File: config.mk
export PLATFORM = sky130hd
export DESIGN_NAME = text_bit_serializer
export DESIGN_NICKNAME = d
export VERILOG_FILES = /design/src/rtl/text_pkg.sv /design/src/rtl/text_char_fifo.sv /design/src/rtl/text_bit_serializer.sv
export SDC_FILE = /design/constraint.sdc
export NUM_CORES = 1
export LEC_CHECK = 0
export CAP_MARGIN = 20
export CORE_ASPECT_RATIO = 0.8
export CORE_MARGIN = 3
export CORE_UTILIZATION = 30
export DETAILED_ROUTE_END_ITERATION = 7
export MAX_ROUTING_LAYER = met4
export PLACE_DENSITY_LB_ADDON = 0.15
export SYNTH_ARGS = -nofsm -noshare
export SYNTH_HDL_FRONTEND = slang
export SYNTH_HIERARCHICAL = 1
export SYNTH_SLANG_ARGS = --single-unit
File: constraint.sdc
create_clock -name clk -period 4.09 [get_ports clk]
set_input_delay 0.6135 -clock clk [delete_from_list [all_inputs] [get_ports clk]]
set_output_delay 0.6135 -clock clk [all_outputs]
set_load 0.02 [all_outputs]
File: src/rtl/text_pkg.sv
// Shared definitions for the text bit serializer: ASCII constants, the
// serializer FSM state type and the character mapping function.
package text_pkg;

    localparam logic [7:0] ASCII_SPACE  = 8'h20;
    localparam logic [7:0] ASCII_CR     = 8'h0D;
    localparam logic [7:0] ASCII_LF     = 8'h0A;
    localparam logic [7:0] ASCII_DQUOTE = 8'h22;
    localparam logic [7:0] ASCII_BSLASH = 8'h5C;

    typedef enum logic [1:0] {
        IDLE   = 2'd0,
        SHIFT  = 2'd1,
        PARITY = 2'd2
    } ser_state_t;

    typedef struct packed {
        logic [7:0] code;
        logic       subst;
    } map_result_t;

    // Printable characters pass through, newline becomes carriage return,
    // quote, backslash and anything non-printable become a flagged space.
    function automatic map_result_t map_char(input logic [7:0] c);
        map_result_t r;
        if (c == ASCII_LF) begin
            r.code  = ASCII_CR;
            r.subst = 1'b0;
        end else if (c >= 8'h20 && c <= 8'h7E &&
                     c != ASCII_DQUOTE && c != ASCII_BSLASH) begin
            r.code  = c;
            r.subst = 1'b0;
        end else begin
            r.code  = ASCII_SPACE;
            r.subst = 1'b1;
        end
        return r;
    endfunction

endpackage

File: src/rtl/text_char_fifo.sv
// Character FIFO, DEPTH x 8, with occupancy count. DEPTH must be a power
// of two so the pointers wrap naturally.
module text_char_fifo
    import text_pkg::*;
#(
    parameter int DEPTH = 8,
    parameter int CNT_W = $clog2(DEPTH + 1)
) (
    input  logic             clk,
    input  logic             rst_n,
    input  logic             push,
    input  logic [7:0]       wr_data,
    input  logic             pop,
    output logic [7:0]       rd_data,
    output logic [CNT_W-1:0] count,
    output logic             empty,
    output logic             full
);

    localparam int PTR_W = $clog2(DEPTH);

    logic [7:0]       mem [DEPTH];
    logic [PTR_W-1:0] wr_ptr;
    logic [PTR_W-1:0] rd_ptr;
    logic             do_push;
    logic             do_pop;

    assign full    = (count == CNT_W'(DEPTH));
    assign empty   = (count == '0);
    assign do_push = push && !full;
    assign do_pop  = pop && !empty;
    assign rd_data = mem[rd_ptr];

    // Storage array; data is not reset, only the pointers qualify it.
    always_ff @(posedge clk) begin
        if (do_push) begin
            mem[wr_ptr] <= wr_data;
        end
    end

    // Pointer and occupancy bookkeeping.
    always_ff @(posedge clk) begin
        if (!rst_n) begin
            wr_ptr <= '0;
            rd_ptr <= '0;
            count  <= '0;
        end else begin
            if (do_push) begin
                wr_ptr <= wr_ptr + PTR_W'(1);
            end
            if (do_pop) begin
                rd_ptr <= rd_ptr + PTR_W'(1);
            end
            case ({do_push, do_pop})
                2'b10:   count <= count + CNT_W'(1);
                2'b01:   count <= count - CNT_W'(1);
                default: count <= count;
            endcase
        end
    end

endmodule

File: src/rtl/text_bit_serializer.sv
// Text bit serializer: maps incoming characters, queues them and shifts
// each one out as a handshaked serial bitstream.
// Optional build macro TEXT_SER_PARITY_EN appends one even-parity bit
// after every character.
module text_bit_serializer
    import text_pkg::*;
#(
    parameter int DEPTH     = 8,
    parameter int CHAR_W    = 8,
    parameter int MSB_FIRST = 1
) (
    input  logic                         clk,
    input  logic                         rst_n,
    input  logic                         in_valid,
    input  logic [7:0]                   in_char,
    output logic                         in_ready,
    output logic                         bit_valid,
    output logic                         bit_out,
    input  logic                         bit_ready,
    output logic                         char_start,
    output logic                         char_last,
    output logic [$clog2(DEPTH+1)-1:0]   fifo_count,
    output logic                         subst_flag,
    output logic                         busy
);

    localparam int         CNT_W    = $clog2(DEPTH + 1);
    localparam logic [2:0] IDX_LAST = 3'(CHAR_W - 1);
`ifdef TEXT_SER_PARITY_EN
    localparam logic [7:0] CHAR_MASK = (CHAR_W == 7) ? 8'h7F : 8'hFF;
`endif

    map_result_t mapped;
    ser_state_t  state;
    logic [7:0]  shreg;
    logic [2:0]  idx;
    logic        en_q;
    logic        push;
    logic        pop;
    logic        adv;
    logic        last_data;
    logic        fifo_empty;
    logic        fifo_full;
    logic [7:0]  head;
`ifdef TEXT_SER_PARITY_EN
    logic        par_q;
`endif

    // Bit of a character presented at position i of its transmission order.
    function automatic logic sel_bit(input logic [7:0] c, input logic [2:0] i);
        if (MSB_FIRST != 0) begin
            return c[IDX_LAST - i];
        end
        return c[i];
    endfunction

    assign mapped    = map_char(in_char);
    assign in_ready  = en_q && !fifo_full;
    assign push      = in_valid && in_ready;
    assign adv       = bit_valid && bit_ready;
    assign last_data = (idx == IDX_LAST);
    assign busy      = !fifo_empty || (state != IDLE);

    text_char_fifo #(
        .DEPTH (DEPTH),
        .CNT_W (CNT_W)
    ) u_fifo (
        .clk     (clk),
        .rst_n   (rst_n),
        .push    (push),
        .wr_data (mapped.code),
        .pop     (pop),
        .rd_data (head),
        .count   (fifo_count),
        .empty   (fifo_empty),
        .full    (fifo_full)
    );

    // Hold in_ready low until the first clock after reset is released.
    always_ff @(posedge clk) begin
        if (!rst_n) begin
            en_q <= 1'b0;
        end else begin
            en_q <= 1'b1;
        end
    end

    // One-cycle pulse for every accepted character that was replaced.
    always_ff @(posedge clk) begin
        if (!rst_n) begin
            subst_flag <= 1'b0;
        end else begin
            subst_flag <= push && mapped.subst;
        end
    end

    // Load the next character whenever the shifter is free or just finishing.
    always_comb begin
        pop = 1'b0;
        case (state)
            IDLE:    pop = !fifo_empty;
`ifdef TEXT_SER_PARITY_EN
            PARITY:  pop = !fifo_empty && adv;
`else
            SHIFT:   pop = !fifo_empty && adv && last_data;
`endif
            default: pop = 1'b0;
        endcase
    end

    // Serializer FSM with registered bit-stream outputs.
    always_ff @(posedge clk) begin
        if (!rst_n) begin
            state      <= IDLE;
            idx        <= '0;
            bit_valid  <= 1'b0;
            bit_out    <= 1'b0;
            char_start <= 1'b0;
            char_last  <= 1'b0;
`ifdef TEXT_SER_PARITY_EN
            par_q      <= 1'b0;
`endif
        end else if (pop) begin
            state      <= SHIFT;
            shreg      <= head;
            idx        <= '0;
            bit_valid  <= 1'b1;
            bit_out    <= sel_bit(head, 3'd0);
            char_start <= 1'b1;
            char_last  <= 1'b0;
`ifdef TEXT_SER_PARITY_EN
            par_q      <= ^(head & CHAR_MASK);
`endif
        end else begin
            case (state)
                SHIFT: begin
                    if (adv) begin
                        if (last_data) begin
`ifdef TEXT_SER_PARITY_EN
                            state      <= PARITY;
                            bit_out    <= par_q;
                            char_start <= 1'b0;
                            char_last  <= 1'b1;
`else
                            state      <= IDLE;
                            bit_valid  <= 1'b0;
                            bit_out    <= 1'b0;
                            char_start <= 1'b0;
                            char_last  <= 1'b0;
`endif
                        end else begin
                            idx        <= idx + 3'd1;
                            bit_out    <= sel_bit(shreg, idx + 3'd1);
                            char_start <= 1'b0;
`ifdef TEXT_SER_PARITY_EN
                            char_last  <= 1'b0;
`else
                            char_last  <= ((idx + 3'd1) == IDX_LAST);
`endif
                        end
                    end
                end
`ifdef TEXT_SER_PARITY_EN
                PARITY: begin
                    if (adv) begin
                        state      <= IDLE;
                        bit_valid  <= 1'b0;
                        bit_out    <= 1'b0;
                        char_start <= 1'b0;
                        char_last  <= 1'b0;
                    end
                end
`endif
                default: begin
                    state <= state;
                end
            endcase
        end
    end

endmodule

Word level (Yosys, flattened, before mapping)
Memory sizes are Yosys's and may differ from the RTL's. A register that Yosys moved wholly into a read port is not among the register bits.
Cells that the tools add are included.
Word-level totals
  memories kept: 1
  memory bits (writable): 64
  flip-flop bits (word level): 28
  logic and storage cells: 97
  output and inout bits: 11
  bits of input ports: 12
Operators by class
  reductions and logical operators: 26
  order comparisons: 4
  bitwise logic cells: 2
  equal/unequal tests: 8
  add/subtract/negate cells: 6
  muxes and demuxes: 38
Memories
  u_fifo.mem: depth 8, bits a word 8, read ports 1, clocked after memory_dff 1, write ports 1, RTL line text_char_fifo.sv:22  | logic [7:0] mem [DEPTH];
Operators by type and width (number)
  2-to-1 mux 1 bit: 30
  2-to-1 mux 9 bit: 2
  logical AND 1 bit: 11
  adder 3 x 1 -> 3 bit, second input constant: 3
  == test 8 x 4 -> 1 bit, second input constant: 1
  >= comparator 8 x 6 -> 1 bit, second input constant: 1
  less-or-equal comparator 8 x 7 -> 1 bit, second input constant: 1
  less-than comparator 3 x 4 -> 1 bit, second input constant: 2
  != test 8 x 6 -> 1 bit, second input constant: 1
  != test 8 x 7 -> 1 bit, second input constant: 1
  case mux 4 bit (2 select lines): 1
  nonzero test 2 bit: 4
  binary-select mux 1 bit (select 3 bit): 2
  == test 3 bit, second input constant: 2
  2-to-1 mux 3 bit: 2
  AND reduction 2 bit: 3
  AND reduction 3 bit: 2
  adder 4 x 1 -> 4 bit, second input constant: 1
  == test 4 bit, second input constant: 1
  logical NOT 4 bit: 1
  subtractor 4 x 1 -> 4 bit, second input constant: 1
  subtractor 3 bit, first input constant: 1
  == test 2 x 1 -> 1 bit, second input constant: 1
  == test 2 bit, second input constant: 1
  other kinds (6): 8

Depth between registers and ports, before layout
  depth after elaboration: 12
  mapped depth: 13
  gate-level depth less buffers: 13

By module
Netlist, hierarchy kept.
Modules (own cells, without submodules)
  text_char_fifo: area an instance 3136.8 µm², seq. area each 2182.1 µm², times used 1, cells each 168
  text_bit_serializer: area an instance 849.6 µm², seq. area each 420.4 µm², times used 1, cells each 82

Worst setup path before layout
Ideal clock, no wire load.
  path kind: register -> register
  from: reg u_fifo.count[1]
  to: mem u_fifo.mem[0][0] (enable)
  stages on the path, launching flop included: 8
  arrival: 2.426 ns
  setup time: 0.383 ns
  slack: 1.280 ns
  path buffers: 0
  cells stage by stage: dfxtp_1 -> or4b_4 -> inv_1 -> nor2b_1 -> and2_1 -> nand2_1 -> or2_2 -> nor3_1
Between the ends
  word-level cells in the longest chain between the ends: 7
RTL lines
  start: declaration: RTL line text_char_fifo.sv:15  | output logic [CNT_W-1:0] count,
  start signal: assignment: RTL line text_char_fifo.sv:55  | 2'b10: count <= count + CNT_W'(1);
  start signal: assignment: RTL line text_char_fifo.sv:56  | 2'b01: count <= count - CNT_W'(1);
  start signal: assignment: RTL line text_char_fifo.sv:57  | default: count <= count;
  == test 4 bit: RTL line text_char_fifo.sv:28  | assign full = (count == CNT_W'(DEPTH));
  net fifo_full: RTL line text_bit_serializer.sv:43  | logic fifo_full;
  logical NOT 1 bit: RTL line text_bit_serializer.sv:58  | assign in_ready = en_q && !fifo_full;
  logical AND 1 bit: RTL line text_bit_serializer.sv:58
  net in_ready: RTL line text_bit_serializer.sv:16  | output logic in_ready,
  logical AND 1 bit: RTL line text_bit_serializer.sv:59  | assign push = in_valid && in_ready;
  net push: RTL line text_bit_serializer.sv:38  | logic push;
  logical AND 1 bit: RTL line text_char_fifo.sv:30  | assign do_push = push && !full;
  2-to-1 mux 1 bit: RTL line text_char_fifo.sv:36  | if (do_push) begin
  2-to-1 mux 1 bit (implied by the code): RTL line text_char_fifo.sv:37  | mem[wr_ptr] <= wr_data;
  end: declaration: RTL line text_char_fifo.sv:22
The timed path passes the listed nets, and every way through them passes these cells.

Worst setup path in the final report
  from: reg u_fifo.count[0]
  to: reg u_fifo.count[2]
RTL lines
  == test 4 bit (*): RTL line text_char_fifo.sv:28
  net fifo_full: RTL line text_bit_serializer.sv:43
  logical NOT 1 bit (*): RTL line text_bit_serializer.sv:58
  logical AND 1 bit (*): RTL line text_bit_serializer.sv:58
  logical AND 1 bit (*): RTL line text_bit_serializer.sv:59
  net push: RTL line text_bit_serializer.sv:38
  logical AND 1 bit (*): RTL line text_char_fifo.sv:30
  == test 2 x 1 -> 1 bit or == test 2 bit (tied branches): RTL line text_char_fifo.sv:54  | case ({do_push, do_pop})
  case mux 4 bit (2 select lines) or nonzero test 2 bit (tied branches)
Mark *: on every way through the listed nets, which the timed path passes. The rest lies on a longest branch.
A chain may end at the register's enable or synchronous reset.

==> implementation parameters <==
Parameter                              Value

Floorplanning
  Die width    135 um
  Starting density of the core    0.309
  # rows    37
  Full die area    14700 um^2
  Height of the die    between 100 and 150 um
  Core Box Area    between 10000 and 15000 um^2
  I/O Pins    23

Routing
  Residual antenna-violating net count after detailed routing    0
  Final Routed Wirelength    just over 7 mm
  Mean routed wirelength per cell    between 15 and 20 um
  DR DRC count    0
  Vias per Instance    approximately 4.5
  Iteration-0 DRC count of the detailed router    128
  Number of iterations in the first detailed-routing pass    4
  Vias after detailed routing    about 2.1k

GRT
  Via count of the first global-routing pass    just over 2k
  Pin count of the biggest net entering global routing    20
  Global-route wire length before repair    about 12 mm
  Total track usage    0.113
  GRT met2 Usage    0.167
  Met3 layer usage reported by global route    0.0346
  Met1 Resource Use GR    0.147
  Top Usage Layer GRT    met2
  Antenna violations before repair    0
  GR Overflow Total    0

Finish
  Area growth from synthesis to layout    19.6%
  Most common cell after layout, fill and taps aside    sky130_fd_sc_hd__edfxtp_1
  Diode count    0
  Highest-count cells in the layout ignoring fill and taps    sky130_fd_sc_hd__edfxtp_1, sky130_fd_sc_hd__dfxtp_1, sky130_fd_sc_hd__clkdlybuf4s50_1
  Design area    4770 um^2
  Layout Nets    between 300 and 400
  Final core utilization    0.369
  Fraction of layout cells with a size suffix above 1    0.133

Clock network
  Clock root cell    sky130_fd_sc_hd__clkbuf_16
  Resize count post-CTS    0
  Number of buffers added by the clock tree synthesis step    9
  Post-CTS Setup Bufs    0
  Skew-Pair Late Insertion Delay    roughly 0.34 ns
  H-tree levels    3
  Clk sink count    94
  CTS Hold Bufs    0
  TritonCTS clock tree    built
  Clock transition at the registers of the reported paths    approximately 0.070 ns
  Number of buffers on the longest clock path    2

Logic synthesis
  Sequential fraction of the synthesis area    0.653
  Leading area contributor after synthesis    sky130_fd_sc_hd__edfxtp_1
  Async set-reset flop share out of synthesis    0
  Synthesized instance count    250
  Number of enable-type register cells in the synthesized netlist    72
  Syn_area_per_cell    15.9 um^2
  Post-synth top area share    0.542
  Number of flip-flops and latches in the synthesized netlist    between 90 and 100
  Post-synth design cell area    around 4000 um^2
  Cell types occupying the most area after synthesis    sky130_fd_sc_hd__edfxtp_1, sky130_fd_sc_hd__dfxtp_1, sky130_fd_sc_hd__mux4_1
  Primary FF master, synth    sky130_fd_sc_hd__edfxtp_1
  Number of library cell types mapped by synthesis    42
  Total number of yosys warnings    6

STA
  Setup Skew    between 0.01 and 0.015 ns
  Period utilisation layout    0.696
  Final Max Slew Viols    0
  Worst relative slew slack    0.371
  Transition time at the pin with the least slew margin    0.940 ns
  Clock period minus final worst setup slack    2.85 ns
  Setup repair after global routing missed its margin    no
  Setup TNS    0 ns
  Setup-violating endpoint count in the final report    0
  Upper clock frequency limit    approximately 350 MHz
  Count of endpoints failing hold in the final timing report    0

Worst setup path
  Type of destination of the critical path    flop
  Start point of the critical path    u_fifo/count[0]$_SDFFE_PN0P_
  Required time worst endpoint    4.36 ns
  Length in cells of the worst reg-to-reg path    12
  Kind of start point of the critical path    flop
  Critical Path AT    between 3 and 4 ns
  Worst r2r src    u_fifo/count[0]$_SDFFE_PN0P_
  Register-to-Register Setup Slack    1.24 ns
  Worst r2r dst    u_fifo/count[2]$_SDFFE_PN0P_
  Start-to-end type of the worst setup path    flop to flop
  Max FO, Critical Path    7
  Critical Path End    u_fifo/count[2]$_SDFFE_PN0P_

Power
  Worst vdd ir    0.241 mV
  Leak Pwr    approximately 1.6 nW
  Total power divided by cell area    between 500 and 600 nW/um^2

Placement
  Number of buffers added on ports    22
  HPWL after DPL    4.99 mm
  Final estimated routing congestion in global placement    between 0.7 and 0.8
  Cell Area, Placed    roughly 4400 um^2

Worst hold path
  Hold/Removal Path Class    flop to flop

Outcome
  Status    complete, no violations

Flow run
  Max-Cap Viols    0
[cell usage after synthesis, types with 2 or more instances]
master	number
sky130_fd_sc_hd__a211oi_1	2
sky130_fd_sc_hd__mux2_2	9
sky130_fd_sc_hd__inv_1	3
sky130_fd_sc_hd__ha_1	8
sky130_fd_sc_hd__nor2_1	14
sky130_fd_sc_hd__nand2b_1	6
sky130_fd_sc_hd__xnor2_1	4
sky130_fd_sc_hd__mux2i_1	3
sky130_fd_sc_hd__xor2_1	3
sky130_fd_sc_hd__a21oi_1	10
sky130_fd_sc_hd__nor3_1	3
sky130_fd_sc_hd__mux4_2	2
sky130_fd_sc_hd__a21boi_0	5
sky130_fd_sc_hd__dfxtp_1	22
sky130_fd_sc_hd__o21ai_0	4
sky130_fd_sc_hd__and2_1	9
sky130_fd_sc_hd__or4b_4	2
sky130_fd_sc_hd__nand2_1	17
sky130_fd_sc_hd__mux4_1	15
sky130_fd_sc_hd__nand3_1	4
sky130_fd_sc_hd__a21o_1	3
sky130_fd_sc_hd__nor4_1	2
sky130_fd_sc_hd__nor2b_1	6
sky130_fd_sc_hd__edfxtp_1	72
sky130_fd_sc_hd__or3_1	4
sky130_fd_sc_hd__clkbuf_1	2
[how the worst min path moves through the flow]
stage,from,endpoint,slack (ns),cells past startpoint
2_1_floorplan,idx[2]$_SDFFE_PP0P_,idx[2]$_SDFFE_PP0P_,0.46,2
3_3_place_gp,idx[2]$_SDFFE_PP0P_,idx[2]$_SDFFE_PP0P_,0.47,2
3_5_place_dp,idx[2]$_SDFFE_PP0P_,idx[2]$_SDFFE_PP0P_,0.47,2
4_1_cts,idx[2]$_SDFFE_PP0P_,idx[2]$_SDFFE_PP0P_,0.48,2
5_1_grt,char_last$_SDFFE_PP0P_,char_last$_SDFFE_PP0P_,0.53,2
6_report,idx[2]$_SDFFE_PP0P_,idx[2]$_SDFFE_PP0P_,0.48,2
[per-layer routing]
layer	vias to the layer above	wire length (um)
li1	1041	-
met1	1033	3590
met2	35	3300
met3	12	254
met4	0	131
met5	-	0
[logic make-up after synthesis]
logic type | after synthesis | synth area share
other | 1 | 0.000941
AOI/OAI and AO/OA | 28 | 0.0443
muxes | 29 | 0.143
buffers and inverters | 9 | 0.0148
and+or+nand+nor | 74 | 0.104
adders and majority gates | 8 | 0.0251
xor gates and xnor gates | 7 | 0.0154
DFF | 94 | 0.653
[worst max-delay path, cell delays in order (launching register included)]
cell and delay [ns]:
sky130_fd_sc_hd__dfxtp_1 0.38, sky130_fd_sc_hd__or4b_4 0.60, sky130_fd_sc_hd__inv_1 0.07, sky130_fd_sc_hd__nor2b_1 0.05, sky130_fd_sc_hd__and2_1 0.20, sky130_fd_sc_hd__nand2_1 0.19, sky130_fd_sc_hd__ha_1 0.28, sky130_fd_sc_hd__xor2_1 0.17
sky130_fd_sc_hd__ha_1 0.16, sky130_fd_sc_hd__a21oi_1 0.05, sky130_fd_sc_hd__xor2_1 0.16, sky130_fd_sc_hd__or3_1 0.30, sky130_fd_sc_hd__a21boi_0 0.16
[registers in the layout, summed over array words and instances, names as in the netlist, named ones only]
name,flops
en_q,1
bit_out,1
char_start,1
state,1
u_fifo/mem,64
shreg,8
u_fifo/wr_ptr,3
u_fifo/count,4
idx,3
u_fifo/rd_ptr,3
subst_flag,1
char_last,1
[cell type report]
cell class              count  area, um^2
repair buffers             27         258
flip-flops and latches     94        2600
clock buffers              10         229
fillers                  1190        8150
clock inverters             6        92.6
multi-input cells         154        1360
well taps                 175         219
inverters                   3        11.3
[where the power goes]
| group | leakage, nW | switching (W) | total, W | internal [W] |
|---|---|---|---|---|
| Sequential | 0.837 | 0.0000631 | 0.00117 | 0.00111 |
| Clock | 0.150 | 0.000348 | 0.000888 | 0.000540 |
| Combinational | 0.646 | 0.000267 | 0.000545 | 0.000278 |
[per-stage QoR]
stage          hold slack [ns]  worst slack, ns  total power [W]  std cells
3_5_place_dp             0.475             1.04          0.00175        453
4_1_cts                  0.483             1.24          0.00265        469
2_1_floorplan            0.458             1.28          0.00157        257
6_report                 0.484             1.24          0.00261        469
5_1_grt                  0.526             1.00          0.00275        469
3_3_place_gp             0.471             1.09          0.00175        453
Power figures use the tool's default switching activity.
